### config.mk
export PLATFORM = sky130hd
export DESIGN_NAME = serial_subtractor
export DESIGN_NICKNAME = d
export VERILOG_FILES = /design/src/rtl/serial_subtractor_pkg.sv /design/src/rtl/serial_sub_cell.sv /design/src/rtl/serial_subtractor.sv
export SDC_FILE = /design/constraint.sdc
export NUM_CORES = 1
export LEC_CHECK = 0
export BUFFER_PORTS_ARGS = -buffer_cell sky130_fd_sc_hd__buf_2
export CORE_AREA = 3 3 55 62
export DETAILED_ROUTE_END_ITERATION = 7
export DIE_AREA = 0 0 58 65
export PLACE_DENSITY_LB_ADDON = 0.15
export RECOVER_POWER = 50
export SYNTH_ARGS = -nofsm -noshare
export SYNTH_HDL_FRONTEND = slang
export SYNTH_SLANG_ARGS = --single-unit
### constraint.sdc
create_clock -name clk -period 1.7 [get_ports clk]
set_input_delay 0 -clock clk [delete_from_list [all_inputs] [get_ports clk]]
set_output_delay 0 -clock clk [all_outputs]
set_load 0.02 [all_outputs]
### src/rtl/serial_subtractor_pkg.sv
// Shared types for the bit-serial subtractor: FSM state encoding and the
// one-bit full-subtractor result.
package serial_subtractor_pkg;

  typedef enum logic [1:0] {
    ST_IDLE = 2'd0,
    ST_CALC = 2'd1,
    ST_DONE = 2'd2
  } state_t;

  typedef struct packed {
    logic d;
    logic bo;
  } sub_bit_t;

endpackage

### src/rtl/serial_sub_cell.sv
// Combinational 1-bit full subtractor: {bo,d} = a - b - bi.
module serial_sub_cell
  import serial_subtractor_pkg::*;
(
  input  logic a,
  input  logic b,
  input  logic bi,
  output logic d,
  output logic bo
);

  sub_bit_t res;

  always_comb begin
    res.d  = a ^ b ^ bi;
    // Borrow when a=0,b=1, or when the bits match and a borrow ripples in.
    res.bo = (~a & b) | (~(a ^ b) & bi);
  end

  assign d  = res.d;
  assign bo = res.bo;

endmodule

### src/rtl/serial_subtractor.sv
// Bit-serial LSB-first subtractor: {bout,diff} = a - b - bin, one bit per
// cycle through a single full-subtractor cell and a borrow flop.
module serial_subtractor
  import serial_subtractor_pkg::*;
#(
  parameter int WIDTH = 4
) (
  input  logic             clk,
  input  logic             rst_n,
  input  logic             in_valid,
  output logic             in_ready,
  input  logic [WIDTH-1:0] a,
  input  logic [WIDTH-1:0] b,
  input  logic             bin,
  output logic             out_valid,
  input  logic             out_ready,
  output logic [WIDTH-1:0] diff,
  output logic             bout
);

  localparam int CNT_W = (WIDTH > 1) ? $clog2(WIDTH) : 1;
  localparam logic [CNT_W-1:0] CNT_LAST = CNT_W'(WIDTH - 1);

  state_t           state;
  logic [CNT_W-1:0] cnt;
  logic [WIDTH-1:0] a_sr;
  logic [WIDTH-1:0] b_sr;
  logic [WIDTH-1:0] res_sr;
  logic [WIDTH-1:0] res_nxt;
  logic             brw;
  logic             d;
  logic             bo;

  serial_sub_cell u_cell (
    .a  (a_sr[0]),
    .b  (b_sr[0]),
    .bi (brw),
    .d  (d),
    .bo (bo)
  );

  assign res_nxt   = {d, res_sr[WIDTH-1:1]};
  assign in_ready  = (state == ST_IDLE);
  assign out_valid = (state == ST_DONE);

  always_ff @(posedge clk or negedge rst_n) begin
    if (!rst_n) begin
      state  <= ST_IDLE;
      cnt    <= '0;
      a_sr   <= '0;
      b_sr   <= '0;
      res_sr <= '0;
      brw    <= 1'b0;
      diff   <= '0;
      bout   <= 1'b0;
    end else begin
      case (state)
        ST_CALC: begin
          a_sr   <= a_sr >> 1;
          b_sr   <= b_sr >> 1;
          res_sr <= res_nxt;
          brw    <= bo;
          if (cnt == CNT_LAST) begin
            // Publish only on completion so diff/bout hold until the next op ends.
            cnt   <= '0;
            diff  <= res_nxt;
            bout  <= bo;
            state <= ST_DONE;
          end else begin
            cnt <= cnt + CNT_W'(1);
          end
        end
        ST_DONE: begin
          if (out_ready) state <= ST_IDLE;
        end
        ST_IDLE: begin
          if (in_valid) begin
            a_sr  <= a;
            b_sr  <= b;
            brw   <= bin;
            cnt   <= '0;
            state <= ST_CALC;
          end
        end
        default: state <= ST_IDLE;
      endcase
    end
  end

endmodule

==> results by stage, run 1 <==
Run status:
- The flow ran to the end, and the final reports show no timing, DRC or antenna violations.

Logic synthesis:
- Counting every net in the synthesized netlist gives 92.
- In the post-synthesis netlist, the cell with the most instances is sky130_fd_sc_hd__dfrtp_1.
- Of all cell types, the one taking the most synthesized area is sky130_fd_sc_hd__dfrtp_1.
- The average footprint of a synthesized cell is about 13 um2.
- The count of cell types in the netlist is 25.
- The total standard cell area after synthesis is around 970 um2.
- The most used flip-flop cell after synthesis is sky130_fd_sc_hd__dfrtp_1.
- The top-area cell type share of the netlist area is 0.544.
- The number of flops mapped to enable cells by yosys is 0.
- By count the netlist is led by 21 x sky130_fd_sc_hd__dfrtp_1, 10 x sky130_fd_sc_hd__inv_1, 7 x sky130_fd_sc_hd__mux2_2.
- For this run, the register share of the synthesized area comes to 0.544.
- For this run, the number of Yosys warnings is 0.
- Sorting the synthesized cells by area gives the leading types as sky130_fd_sc_hd__dfrtp_1 54%, sky130_fd_sc_hd__mux2_2 8.2%, sky130_fd_sc_hd__a222oi_1 5.2%, sky130_fd_sc_hd__inv_1 3.9%, sky130_fd_sc_hd__nor2b_1 3.9%.
- The synthesized design contains 21 register bits.
- Counting flops with an async set or reset pin after synthesis yields a share of 1.00.
- The post-synthesis cell count is 77.

Clock network:
- The tree is rooted in a sky130_fd_sc_hd__clkbuf_4.
- The TritonCTS clock tree is built.
- The post-CTS setup repair buffer count is 0.
- The post-cts sizing count is 0.
- The post-CTS clock slew at the launch and capture registers of the worst setup and hold paths is between 0.1 and 0.15 ns.
- The count of clock tree sinks is 21.
- In this run the deepest clock path goes through 2 buffers.
- CTS built an H-tree with a depth of 1.
- Clock tree synthesis inserted a total of 3 buffers.
- The clock reaches the later pin of the worst-skew pair after 0.30 ns.

Global routing:
- The pin count of the biggest net entering global routing is 22.
- The global routing's busiest layer is met2.
- The remaining global-route overflow is 0.
- The first global-routing pass estimated just over 3000 um of wire.
- The met2 track utilization from global routing is 0.169.
- The number of antenna violations at the first check in global routing came to 0.
- Across every metal layer, demand over resource in global routing totals 0.108.
- For this run, global-route usage on met1 was measured as 0.135.
- The via count of the first global-routing pass is approximately 680.
- In the global route stage, met3 resource usage came out at 0.0239.

Run:
- The tool flagged a number of max-cap violations equal to 0.

Pwr:
- Dividing total power by cell area gives a power density of between 1500 and 2000 nW/um2.
- The power after layout is ~0.0021 W.
- The worst-case IR drop observed on VDD is 0.820 mV.
- The leakage component of the power is 0.553 nW.

Timing:
- The final worst hold slack is ~0.0055 ns.
- The count of final max-slew check failures came to 0.
- The final hold violation count is 0.
- The number of setup violations in the final report is 0.
- In the finished design, the share of the clock period the worst path needs comes to 0.850.
- For the final database, setup skew stands at about 0.0037 ns.
- Static timing analysis puts the maximum clock frequency at roughly 690 MHz.
- The worst slew slack as a fraction of its limit is 0.234.
- The sum of negative setup slack is 0 ns.
- The clock period could shrink to roughly 1.4 ns.
- The transition time at the pin with the least slew margin is about 1.1 ns.
- Setup repair after global routing left no endpoint under its margin.

Worst setup path:
- The critical-path maximum fanout is 13.
- For the worst setup path, the data required time is roughly 1.7 ns.
- The data arrival time of the worst path is ~1.5 ns.
- The type of the worst setup path is reg2out.
- STA classifies the critical path startpoint as a register.
- STA classifies the critical path endpoint as an output port.

Floorplanning:
- The I/O pin count is 20.
- The die area is 3770 um2.
- The site row count is 20.
- The initial utilization of the core area, before any placement, comes to 0.345.
- The floorplan step set the die width to around 58 um.
- The core region is roughly 2800 um2.
- The height of the die is 65 um.

Routing:
- In the routed layout, each cell is associated on average with a via count of 4.94.
- The number of design rule violations left after detail routing is 0.
- The routed layout has 677 vias.
- The sum of routed wire length over all layers is 1810 um.
- After detailed routing, the average wire length per cell comes to roughly 13 um.
- In this run the remaining antenna-violating nets after routing total 0.
- The violation count after the first detailed-route iteration is 27.
- The first-pass iteration count of the detailed router is 5.

Layout:
- At the end of the flow, the number of nets in the layout was 120.
- The layout overhead on the synthesized area is 21.0%.
- The repair_antennas step left the layout with diodes totalling 0.
- The filler cells instantiated in the layout total 278.
- The layout cell share with drive strength beyond 1 is 0.279.

Placed design:
- Detailed placement finished with a half-perimeter wire length of roughly 1200 um.
- The routability congestion estimate from global placement is around 0.68.
- The count of buffers inserted at the top-level ports is 19.

Worst hold path:
- In this run the worst hold path is classified as in2reg.
==> power by group <==
part / switching [W] / internal (W) / total (W)
Clock: 0.000155 / 0.0000877 / 0.000243
Combinational: 0.000472 / 0.000461 / 0.000933
Sequential: 0.000174 / 0.000744 / 0.000917
==> worst max-delay path, stage by stage, from the launching register on <==
cell and delay [ns]:
sky130_fd_sc_hd__dfrtp_1 0.55, sky130_fd_sc_hd__nor2_2 0.35, sky130_fd_sc_hd__buf_2 0.24
==> layer usage <==
metal,wire length (um),vias to the layer above
met5,0,-
met4,27,0
met3,106,4
met2,805,25
met1,867,317
li1,-,331
==> final timing paths <==
path                             to  cells after the start  slack (ns)  startpoint
setup / recovery           in_ready                      2        0.25    state[0]
hold / removal                  brw                      3       0.005         bin
setup reg to reg            diff[0]                      2        0.28    state[0]
hold reg to reg             a_sr[3]                      1        0.51     a_sr[3]
max in group asynchronous   a_sr[2]                      2        0.59       rst_n
min in group asynchronous   diff[1]                      2        0.43       rst_n
==> registers in the layout (all words and copies together), names as in the netlist <==
name,cells
a_sr,4
diff,4
brw,1
bout,1
b_sr,4
cnt,2
res_sr,3
state,2
==> cell families after synthesis <==
group	share of synthesized area
flops	0.544
simple gates	0.131
compound gates	0.136
buf+inv	0.0635
mux	0.0920
fa+ha+maj	0.0337
==> cell type report <==
class / instances / area (um2) / share of cell area
clock buffer: 3 / 22.5 / 0.0193
clock inverter: 1 / 5.00 / 0.00428
inverter: 10 / 37.5 / 0.0321
multi-input combinational: 43 / 379 / 0.324
sequential: 21 / 526 / 0.450
tap: 33 / 41.3 / 0.0353
timing repair buffer: 26 / 158 / 0.135
==> stage by stage <==
| stage | cell area, um2 | setup slack (ns) | instances | utilization |
|---|---|---|---|---|
| after floorplan | 966 | 0.445 | 77 | - |
| after global routing | 1170 | 0.130 | 137 | 0.417 |
| after CTS | 1170 | 0.241 | 137 | 0.419 |
| final | 1170 | 0.254 | 137 | 0.417 |
| after detailed placement | 1090 | 0.310 | 127 | 0.388 |
| after global placement | 1090 | 0.366 | 127 | 0.388 |
==> timing repair <==
action | in CTS | in global routing
hold endpoints to repair | 26 | 0
setup endpoints to repair | 0 | 0
hold buffers | 6 | 0
==> cell usage in the layout, fill, tap and decap left out, drive strengths merged <==
cell / instances
nor2b: 6
o21ai: 1
a22o: 2
nor3b: 3
dlygate4sd3: 6
mux2i: 1
nor2: 2
a222oi: 5
clkinv: 1
a211oi: 2
a32o: 1
a21oi: 1
nand3b: 1
inv: 10
dfrtp: 21
clkbuf: 7
fa: 1
and2: 1
ha: 1
nand2b: 4
buf: 16
mux2: 7
o21bai: 1
nor4b: 2
a221o: 1
Power figures use the tool's default switching activity.
==> run 2: changes to the inputs <==
--- a/config.mk
+++ b/config.mk
@@ -5,10 +5,13 @@
 export SDC_FILE = /design/constraint.sdc
 export NUM_CORES = 1
 export LEC_CHECK = 0
-export BUFFER_PORTS_ARGS = -buffer_cell sky130_fd_sc_hd__buf_2
-export CORE_AREA = 3 3 55 62
+export ABC_AREA = 1
+export CELL_PAD_IN_SITES_DETAIL_PLACEMENT = 0
+export CELL_PAD_IN_SITES_GLOBAL_PLACEMENT = 1
+export CORE_AREA = 3 3 56 64
 export DETAILED_ROUTE_END_ITERATION = 7
-export DIE_AREA = 0 0 58 65
+export DIE_AREA = 0 0 59 67
+export DONT_BUFFER_PORTS = 1
 export PLACE_DENSITY_LB_ADDON = 0.15
 export RECOVER_POWER = 50
 export SYNTH_ARGS = -nofsm -noshare
==> results by stage, run 2 <==
Layout:
- The library cell used most frequently in the layout, excluding fill and tap cells, is sky130_fd_sc_hd__nand2_1.
- The number of antenna diodes in the final layout is 0.
- The final net count is roughly 140.
- The layout overhead on the synthesized area is 15.7%.
- Leaving out fill and tap cells, the most frequent cells in the layout are 29 x sky130_fd_sc_hd__nand2_1, 21 x sky130_fd_sc_hd__dfrtp_1, 12 x sky130_fd_sc_hd__dlygate4sd3_1, 11 x sky130_fd_sc_hd__inv_1.
- The total non-filler cell area in the finished layout is 1200 um2.
- In the final layout, the registers with the most flip-flops are a_sr (4), b_sr (4), diff (4).
- The sequential cell area is 526 um2.
- The filler cell count is about 320.
- The non-filler instance count after layout is 160.
- In the final layout, the share of cells above drive strength 1 is 0.143.
- In the final layout, the multi-input gates occupy around 410 um2.

Floorplanning:
- For this configuration, the core starts out at a cell density of 0.346.
- The total core area is ~3000 um2.
- The site row count is 21.
- The floorplan step set the die width to ~60 um.
- In this run the vertical extent of the chip is approximately 67 um.
- The I/O pin count is 20.
- The floorplan step defined a die boundary enclosing 3950 um2.

Worst hold path:
- The min-delay analysis places its worst path in the category in2async.

Clock network:
- The number of buffers created by CTS is 3.
- In this run the number of H-tree levels came out at 1.
- The clock tree root driver cell is sky130_fd_sc_hd__clkbuf_4.
- TritonCTS built the clock tree.
- The post-CTS clock slew at the launch and capture registers of the worst setup and hold paths is approximately 0.12 ns.
- In this run the deepest clock path goes through 2 buffers.
- Clock tree synthesis found a total of 21 sinks.
- At the later pin of the worst-skew pair, clock insertion delay measures roughly 0.30 ns.
- The post-CTS setup repair buffer count is 0.

Timing:
- The number of setup violations in the final report is 0.
- The count of final max-slew check failures is 0.
- The post-route worst setup slack is ~0.27 ns.
- The final hold violation count is 0.
- Adding up every negative setup slack in the final design gives 0 ns.
- The worst setup skew after layout is 0.00229 ns.
- Setup repair after global routing left no endpoint under its margin.
- The maximum clock frequency is approximately 700 MHz.
- The final worst hold slack is slightly below 0.3 ns.
- Headroom to the max-slew limit came out at 0.347.
- For the pin with the worst max-slew slack, the measured transition is roughly 1 ns.
- The share of the cycle needed by the critical path after routing is 0.839.
- The time the worst path needs with I/O delays and setup is roughly 1.4 ns.

Global routing:
- Entering global routing, the biggest net connects 22 pins.
- The wire length of the first global-routing pass is 3440 um.
- The number of antenna violations at the first check in global routing is 0.
- The remaining global-route overflow is 0.
- Across every metal layer, demand over resource in global routing totals 0.115.
- The via count of the first global-routing pass is 754.

Placed design:
- The placed cell area is about 1100 um2.
- The count of buffers inserted at the top-level ports is 0.
- The detailed placement HPWL is between 1000 and 1500 um.
- At the end of routability-driven placement, the weighted congestion stood at around 0.7.
- In this run, placement finished with an instance count of approximately 140.
- The post-place setup slack is 0.314 ns.

Routing:
- The top routing layer in use is met4.
- The violation count after the first detailed-route iteration is 12.
- In the final routing, the length of wire on met1 measures between 900 and 1000 um.
- The count of nets left with antenna violations once routing finished came out at 0.
- For this run, design rule violations remaining after detail routing come to 0.
- After detailed routing, the average wire length per cell comes to around 12 um.
- Across all layers, the routed design uses 744 vias.
- The first-pass iteration count of the detailed router is 4.
- Detailed routing placed a total of roughly 99 um of wire on met3.
- The sum of routed wire length over all layers is roughly 1900 um.
- The average via count per standard cell is around 4.7.
- The wire length on met2 is ~880 um.

Logic synthesis:
- In this run, distinct cell masters in the synthesized netlist total 20.
- The most used flip-flop cell after synthesis is sky130_fd_sc_hd__dfrtp_1.
- In this run, synthesis inferred 0 flip-flops with an integrated enable.
- Of all cell types, the one taking the most synthesized area is sky130_fd_sc_hd__dfrtp_1.
- The net count after synthesis is between 100 and 150.
- The sequential area share after synthesis is 0.507.
- The number of warnings reported in the yosys synthesis log is 0.
- Of the post-synthesis cell area, the dominant cell type holds 0.507.
- The dominant cell by count in the synthesized netlist is sky130_fd_sc_hd__nand2_1.
- After synthesis, the cell types taking the most area are sky130_fd_sc_hd__dfrtp_1 51%, sky130_fd_sc_hd__nand2_1 11%, sky130_fd_sc_hd__nand3_1 4.8%, sky130_fd_sc_hd__o21ai_0 4.8%, sky130_fd_sc_hd__inv_1 4.0%.
- Summing every instance area after synthesis gives just over 1000 um2.
- In this run the mean area of a mapped cell was 9.25 um2.
- The share of async-settable or async-resettable flops after synthesis is 1.00.
- The synthesized design contains 21 register bits.
- By count the netlist is led by 29 x sky130_fd_sc_hd__nand2_1, 21 x sky130_fd_sc_hd__dfrtp_1, 11 x sky130_fd_sc_hd__inv_1.
- Synthesis produced around 110 cells.

Worst setup path:
- The type of the worst setup path is reg2out.
- For the worst setup path, the data required time is 1.70 ns.
- STA classifies the critical path endpoint as an output port.
- The type of origin of the critical path is a register.
- The count of buffer and inverter cells on the critical path is 1.
- The gate family responsible for the most delay along the worst path is flip-flops.
- The data arrival time of the worst path is roughly 1.4 ns.
- The largest stage delay on the critical path is ~0.78 ns.
- The signal on the critical path passes through nor2_1, buf_4.
- The slowest library cell on the worst path is sky130_fd_sc_hd__dfrtp_1.
- In this run the worst path has a maximum fanout of 20.

Run:
- The reported max-cap violation count is 0.

Pwr:
- The power density over the cells is roughly 1800 nW/um2.
- The leakage component of the power is approximately 0.58 nW.
- Across the VDD grid, the largest voltage drop is around 0.66 mV.

Run status:
- The flow ran to the end, and the final reports show no timing, DRC or antenna violations.
==> run 2: changes by cell type after synthesis, sizes merged, moves of 6 or more <==
| cell | delta |
|---|---|
| mux2 | -7 |
| nand2 | +33 |
| nand3 | +10 |
| nor2b | -6 |
| o21ai | +15 |
| or2 | +7 |
==> run 2: worst paths after layout <==
kind                                start  cells after the start  slack (ns)         to
worst max register to register   state[0]                      5        0.32    a_sr[0]
min in group clk                out_ready                      2        0.34   state[1]
max in group asynchronous           rst_n                      1        0.82    a_sr[0]
worst min-delay path                rst_n                      1        0.29  res_sr[1]
worst max-delay path             state[0]                      2        0.27   in_ready
worst min register to register    b_sr[1]                      2        0.49    b_sr[1]
==> run 2: cell families after synthesis <==
| logic type | count (synthesis) | share of synthesized area |
|---|---|---|
| AND/OR/NAND/NOR | 54 | 0.264 |
| flip-flops | 21 | 0.507 |
| AO/OA/AOI/OAI | 18 | 0.104 |
| buffers and inverters | 17 | 0.0930 |
| adder cells (fa/ha/maj) | 2 | 0.0314 |
==> run 2: stage by stage <==
stage,total power [W],utilization
finish,0.00211,0.400
global route,0.00235,0.400
CTS,0.00215,0.400
detailed placement,0.00187,0.351
global placement,0.00185,0.351
floorplan,0.00173,-
==> run 2: what timing repair did <==
| item | CTS | global route |
|---|---|---|
| gates resized for setup | 0 | 0 |
| setup endpoints to repair | 0 | 0 |
| hold buffers | 12 | 0 |
| hold endpoints to repair | 31 | 0 |
==> run 2: power by group <==
group	internal, W	total, W	switching [W]
combinational	0.000347	0.000872	0.000524
clock	0.0000914	0.000247	0.000156
sequential	0.000722	0.000988	0.000266
total	0.00116	0.00211	0.000947
==> run 2: layout make-up <==
| type | count | share of cell area |
|---|---|---|
| clock buffers | 4 | 0.0219 |
| inverters | 14 | 0.0522 |
| multi-input cells | 74 | 0.346 |
| flip-flops and latches | 21 | 0.438 |
| well taps | 34 | 0.0355 |
| repair buffers | 13 | 0.106 |
==> run 2: metal layers <==
metal  GRT usage  up-vias
li1            -      379
met1       0.153      346
met2       0.180       17
met3      0.0252        2
met4      0.0425        0
met5           0        -
